`src/rtl/noc_eject_sink_if.sv`:
```
// Flit ejection channel: router-to-sink req/ack side and sink-to-core valid/ready side.
interface noc_eject_sink_if #(
    parameter int unsigned DATA_W = 32
);
    logic              in_req;
    logic [DATA_W-1:0] in_data;
    logic              in_ack;
    logic              out_valid;
    logic [DATA_W-1:0] out_data;
    logic              out_dst_err;
    logic              out_seq_err;
    logic              out_ready;

    modport master (
        output in_req, in_data, out_ready,
        input  in_ack, out_valid, out_data, out_dst_err, out_seq_err
    );

    modport slave (
        input  in_req, in_data, out_ready,
        output in_ack, out_valid, out_data, out_dst_err, out_seq_err
    );
endinterface

```
`src/rtl/noc_eject_sink.sv`:
```
// Mesh ejection endpoint: buffers incoming flits, tags destination/sequence errors,
// hands them to the local core and keeps saturating status counters.
module noc_eject_sink #(
    parameter int unsigned DATA_W     = 32,
    parameter int unsigned FIFO_DEPTH = 4,
    parameter int unsigned NODE_X     = 0,
    parameter int unsigned NODE_Y     = 0
) (
    input  logic                clk,
    input  logic                rst,
    noc_eject_sink_if.slave     link,
    input  logic                clr,
    output logic [15:0]         rx_count,
    output logic [15:0]         dst_err_count,
    output logic [15:0]         seq_err_count,
    output logic                err_sticky
);
    localparam int unsigned PTR_W = $clog2(FIFO_DEPTH);
    localparam int unsigned OCC_W = PTR_W + 1;
    localparam int unsigned ENT_W = DATA_W + 2;
    localparam int unsigned NSRC  = 4;
    localparam logic [1:0]  NODE_ID = {1'(NODE_Y), 1'(NODE_X)};

    logic [ENT_W-1:0] mem [FIFO_DEPTH];
    logic [PTR_W-1:0] wr_ptr;
    logic [PTR_W-1:0] rd_ptr;
    logic [OCC_W-1:0] occ;
    logic             running;

    logic             seq_valid [NSRC];
    logic [7:0]       last_seq  [NSRC];

    logic             full;
    logic             empty;
    logic             push;
    logic             pop;
    logic [1:0]       flit_dst;
    logic [1:0]       flit_src;
    logic [7:0]       flit_seq;
    logic             dst_err;
    logic             seq_err;
    logic [ENT_W-1:0] head;
    logic [15:0]      rx_next;
    logic [15:0]      dst_next;
    logic [15:0]      seq_next;

    function automatic logic [15:0] sat_inc(input logic [15:0] v, input logic inc);
        return (inc && v != 16'hFFFF) ? v + 16'd1 : v;
    endfunction

    assign full  = (occ == OCC_W'(FIFO_DEPTH));
    assign empty = (occ == '0);

    // running holds in_ack low through reset and for the edge that releases it
    assign link.in_ack = running && !full;
    assign push        = link.in_req && link.in_ack;
    assign pop         = link.out_valid && link.out_ready;

    assign head             = mem[rd_ptr];
    assign link.out_valid   = !empty;
    assign link.out_data    = empty ? '0 : head[DATA_W-1:0];
    assign link.out_dst_err = !empty && head[DATA_W];
    assign link.out_seq_err = !empty && head[DATA_W+1];

    assign flit_dst = link.in_data[29:28];
    assign flit_src = link.in_data[27:26];
    assign flit_seq = link.in_data[7:0];

    // A clear in the same cycle wipes the table before this flit is checked
    always_comb begin
        dst_err = (flit_dst != NODE_ID);
        seq_err = 1'b0;
        if (seq_valid[flit_src] && !clr) begin
            seq_err = (flit_seq != last_seq[flit_src] + 8'd1);
        end
    end

    always_comb begin
        rx_next  = clr ? 16'd0 : rx_count;
        dst_next = clr ? 16'd0 : dst_err_count;
        seq_next = clr ? 16'd0 : seq_err_count;
        if (push) begin
            rx_next  = sat_inc(rx_next, 1'b1);
            dst_next = sat_inc(dst_next, dst_err);
            seq_next = sat_inc(seq_next, seq_err);
        end
    end

    always_ff @(posedge clk) begin
        if (push) begin
            mem[wr_ptr] <= {seq_err, dst_err, link.in_data};
        end
    end

    always_ff @(posedge clk) begin
        if (rst) begin
            running <= 1'b0;
            wr_ptr  <= '0;
            rd_ptr  <= '0;
            occ     <= '0;
        end else begin
            running <= 1'b1;
            if (push) wr_ptr <= wr_ptr + PTR_W'(1);
            if (pop)  rd_ptr <= rd_ptr + PTR_W'(1);
            case ({push, pop})
                2'b10:   occ <= occ + OCC_W'(1);
                2'b01:   occ <= occ - OCC_W'(1);
                default: occ <= occ;
            endcase
        end
    end

    always_ff @(posedge clk) begin
        if (rst) begin
            rx_count      <= '0;
            dst_err_count <= '0;
            seq_err_count <= '0;
            err_sticky    <= 1'b0;
        end else begin
            rx_count      <= rx_next;
            dst_err_count <= dst_next;
            seq_err_count <= seq_next;
            err_sticky    <= (err_sticky && !clr) || (push && (dst_err || seq_err));
        end
    end

    // Every accepted flit resyncs its source entry, errored or not
    always_ff @(posedge clk) begin
        if (rst) begin
            for (int i = 0; i < NSRC; i++) begin
                seq_valid[i] <= 1'b0;
                last_seq[i]  <= '0;
            end
        end else begin
            if (clr) begin
                for (int i = 0; i < NSRC; i++) seq_valid[i] <= 1'b0;
            end
            if (push) begin
                seq_valid[flit_src] <= 1'b1;
                last_seq[flit_src]  <= flit_seq;
            end
        end
    end
endmodule

```
`src/flat_wrapper.sv`:
```
// flat-port wrapper written by rule: the top's interface ports become plain ports
module noc_eject_sink_flat 
#(
    parameter int unsigned DATA_W     = 32,
    parameter int unsigned FIFO_DEPTH = 4,
    parameter int unsigned NODE_X     = 0,
    parameter int unsigned NODE_Y     = 0
)
  (clk, rst, clr, rx_count, dst_err_count, seq_err_count, err_sticky, link_in_req, link_in_data, link_out_ready, link_in_ack, link_out_valid, link_out_data, link_out_dst_err, link_out_seq_err);
  noc_eject_sink_if #(.DATA_W(DATA_W)) link_i ();
  input  logic clk;
  input  logic rst;
  input  logic clr;
  output logic [15:0] rx_count;
  output logic [15:0] dst_err_count;
  output logic [15:0] seq_err_count;
  output logic err_sticky;
  input wire logic [$bits(link_i.in_req)-1:0] link_in_req;
  input wire logic [$bits(link_i.in_data)-1:0] link_in_data;
  input wire logic [$bits(link_i.out_ready)-1:0] link_out_ready;
  output wire logic [$bits(link_i.in_ack)-1:0] link_in_ack;
  output wire logic [$bits(link_i.out_valid)-1:0] link_out_valid;
  output wire logic [$bits(link_i.out_data)-1:0] link_out_data;
  output wire logic [$bits(link_i.out_dst_err)-1:0] link_out_dst_err;
  output wire logic [$bits(link_i.out_seq_err)-1:0] link_out_seq_err;
  assign link_i.in_req = link_in_req;
  assign link_i.in_data = link_in_data;
  assign link_i.out_ready = link_out_ready;
  assign link_in_ack = link_i.in_ack;
  assign link_out_valid = link_i.out_valid;
  assign link_out_data = link_i.out_data;
  assign link_out_dst_err = link_i.out_dst_err;
  assign link_out_seq_err = link_i.out_seq_err;
  noc_eject_sink #(.DATA_W(DATA_W), .FIFO_DEPTH(FIFO_DEPTH), .NODE_X(NODE_X), .NODE_Y(NODE_Y)) u_core (.clk(clk), .rst(rst), .link(link_i), .clr(clr), .rx_count(rx_count), .dst_err_count(dst_err_count), .seq_err_count(seq_err_count), .err_sticky(err_sticky));
endmodule
```
`config.mk`:
```
export PLATFORM = sky130hd
export DESIGN_NAME = noc_eject_sink_flat
export DESIGN_NICKNAME = d
export VERILOG_FILES = /design/src/rtl/noc_eject_sink_if.sv /design/src/rtl/noc_eject_sink.sv /design/src/flat_wrapper.sv
export SDC_FILE = /design/constraint.sdc
export NUM_CORES = 1
export LEC_CHECK = 0
export ABC_AREA = 1
export BUFFER_PORTS_ARGS = -buffer_cell sky130_fd_sc_hd__buf_4
export CAP_MARGIN = 20
export CORE_MARGIN = 3
export CORE_UTILIZATION = 38
export DETAILED_ROUTE_END_ITERATION = 7
export GPL_TIMING_DRIVEN = 0
export PLACE_DENSITY = 0.62
export RECOVER_POWER = 25
export SETUP_SLACK_MARGIN = 0.1
export SLEW_MARGIN = 10
export SYNTH_ARGS = -nofsm -noshare
export SYNTH_HDL_FRONTEND = slang
export SYNTH_SLANG_ARGS = --single-unit
```
`constraint.sdc`:
```
create_clock -name clk -period 5.6 [get_ports clk]
set_input_delay 1.12 -clock clk [delete_from_list [all_inputs] [get_ports clk]]
set_output_delay 1.12 -clock clk [all_outputs]
set_load 0.005 [all_outputs]
```
==> impl_metrics.yaml <==
global_routing:
  grtUsageTotal_pct: 17.6
  grt_max_degree: 27
  grt_pass1_wl_mm: 41.0
  grt_overflow: 0
  antenna_found_initial: 0
  grt_pass1_vias: 7741
setup_path:
  reg2reg_setup_slack_ps: 2620
  required_ps: 5990
  worstSetupStartpoint: "clr"
  arrival_ps: 4530
  path_max_fanout: 10
  rr_worst_depth: 11
  worstSetupStartpointType: "input pin"
  critPathCaptureType: "flop"
  reg2reg_from: "u_core.occ[0]$_SDFFE_PP0P_"
  crit_type: "in -> reg"
synth:
  synth_seq_cells: 231
  yosysWarnings: 0
  synthCells: 1153
  synth_nets: 1200
  synth_cell_types: 39
  ys_seq_area_share_pct: 60.4
  netlist_top_cells_area: "edfxtp_1 48%, dfxtp_1 12%, nor2_1 9.6%"
  syn_avg_cell_area_um2: 9.05
  syn_area_um2: 10400
  synth_top_area_share_pct: 48.3
  synth_top_cell_by_area: "edfxtp_1"
clock_tree:
  clkTransAtPathRegs_ps: 60
  htreeDepth: 1
  clk_path_buf_depth: 3
  cts_buffers: 26
  cts_root_buf: "clkbuf_16"
  clock_sinks: 231
  insertion_delay_ps: 520
  cts_resized: 0
  cts_tree: "done"
  cts_hold_buf: 0
  postCtsSetupBuffers: 0
drt:
  drtAntennaViolNets: 0
  totalWireLength_mm: 26.0
  drtIter0Drc: 580
  first_pass_iters: 5
  drcViolationCount: 0
  post_drt_wl_per_cell_um: 15.6
  vias: 8253
  avgViaCountPerCell: 4.95
power_and_ir_drop:
  peakVddDrop_uv: 179
  powerDensity_nw_per_um2: 355
  total_power_mw: 4.48
  cellLeakagePower_nw: 4.80
finish:
  final_common_cell: "nor2_1"
  utilization_pct: 46.9
  n_antenna_cell: 0
  syn2layout_area_growth_pct: 21.1
  fin_nets: 1352
  final_cell_mix: "263 x nor2_1, 176 x nand2_1, 168 x edfxtp_1, 112 x inv_1, 106 x o21ai_0"
  drive_above_1_share_pct: 12.8
  final-instance-count-excl-fill: 1666
hold_path:
  min_path_type: "reg -> reg"
  min-delay-start: "u_core.seq_valid[1]$_DFF_P_"
  whs_path_depth: 2
die:
  fp.dieArea_um2: 29500
  initial_core_util_pct: 38.7
  core_area_um2: 27000
  ios: 122
  die_width_um: 172
  die_h_um: 172
  rows: 60
timing:
  fin_tns_setup_ps: 0
  finalCritPeriodShare_pct: 74.0
  worst_clock_skew_ps: 10.4
  rsz0062_at_grt: "no"
  slew_headroom_pct: 38.0
  fmax_mhz: 241
  worstMarginPinSlew_ps: 924
  post-route-min-period_ps: 4140
  drv_slew: 0
  setup_viol: 0
  hold_viol_final: 0
placed_design:
  hpwlAfterDp_mm: 17.8
  post-place-cells: 1618
  io_buffer_count: 120
  globalplace.congestion: 0.853
status:
  outcome: "completed"
run:
  cap_violations: 0
-- worst max-delay path, cell delays in order --
cell     delay, ps
buf_4          110
inv_1          140
buf_2          270
buf_2          320
buf_1          460
nand2_1        160
inv_1           90
ha_1           160
nand4_1        100
inv_1          100
nand2_1         70
nor2_1         130
nand2_1         90
inv_1           60
nand2_1         60
nor2_1         140
a31oi_1        220
nand2_2        240
inv_1          180
nand2_1        110
xor2_1         140
nor2_1          50
-- power breakdown --
part	switching, mW	leakage [nW]	total, mW	internal, mW
logic	0.564	2.30	0.893	0.329
clock network	0.670	0.417	1.67	1.00
registers	0.0222	2.07	1.92	1.90
total	1.26	4.80	4.48	3.23
-- registers in the layout, indices dropped and copies added (netlist names), named ones only --
name,cells
u_core.dst_err_count,16
u_core.rd_ptr,2
u_core.seq_err_count,16
u_core.mem,136
u_core.err_sticky,1
u_core.seq_valid,4
u_core.running,1
u_core.wr_ptr,2
u_core.last_seq,32
u_core.rx_count,16
u_core.occ,3
-- path summary, 6_finish.rpt --
path | end
worst max-delay path | u_core.dst_err_count[15]$_SDFF_PP0_
worst min register to register | u_core.seq_valid[1]$_DFF_P_
worst min-delay path | u_core.seq_valid[1]$_DFF_P_
worst max register to register | u_core.occ[2]$_SDFFE_PP0P_
-- layout make-up --
class                   count  area, um2
fillers                  2587      14300
flip-flops and latches    231       6310
multi-input cells         762       3530
repair buffers            124        887
clock buffers              35        726
inverters                 117        442
well taps                 341        427
plain buffers              43        194
clock inverters            13        123
-- through the flow --
stage	setup slack [ps]	hold WS, ps	instance area (um2)
4_1_cts	1480	470	12700
6_report	1460	469	12600
3_5_place_dp	931	456	11900
2_1_floorplan	2020	436	10400
3_3_place_gp	785	453	11800
5_1_grt	1120	509	12600
-- Yosys cell counts (all sizes together) --
master and number:
edfxtp 168, inv 115, nand2 183, a22oi 2, xor2 6, xnor2 4, buf 10, a21boi 1
a21oi 70, nand4 13, or2 1, nor4 1, and3 1, clkinv 2, nor3b 5, fa 1
ha 9, o21ai 111, nand3 51, nor3 20, o22ai 2, a31oi 2, nor2 278, o21a 1
dfxtp 63, clkbuf 33
-- cells by family (layout without fill, tap and decap cells) --
| family | Yosys count | count (layout) | share of synthesized area (%) |
|---|---|---|---|
| xor gates and xnor gates | 10 | 10 | 0.839 |
| adders and majority gates | 10 | 10 | 1.27 |
| AOI/OAI and AO/OA | 189 | 189 | 9.24 |
| and+or+nand+nor | 553 | 553 | 22.1 |
| buffers and inverters | 160 | 332 | 6.09 |
| DFF | 231 | 231 | 60.4 |
-- per-layer routing --
metal | wire length [um] | share of wire (%) | track usage [%] | up-vias
met5 | 0 | 0 | 0 | -
met4 | 316 | 1.2 | 3.36 | 0
met3 | 1620 | 6.3 | 2.83 | 24
met2 | 12400 | 48 | 30.3 | 249
met1 | 11600 | 45 | 23.7 | 3834
li1 | - | - | - | 4146
No activity file was read; power rests on OpenSTA's default activity.
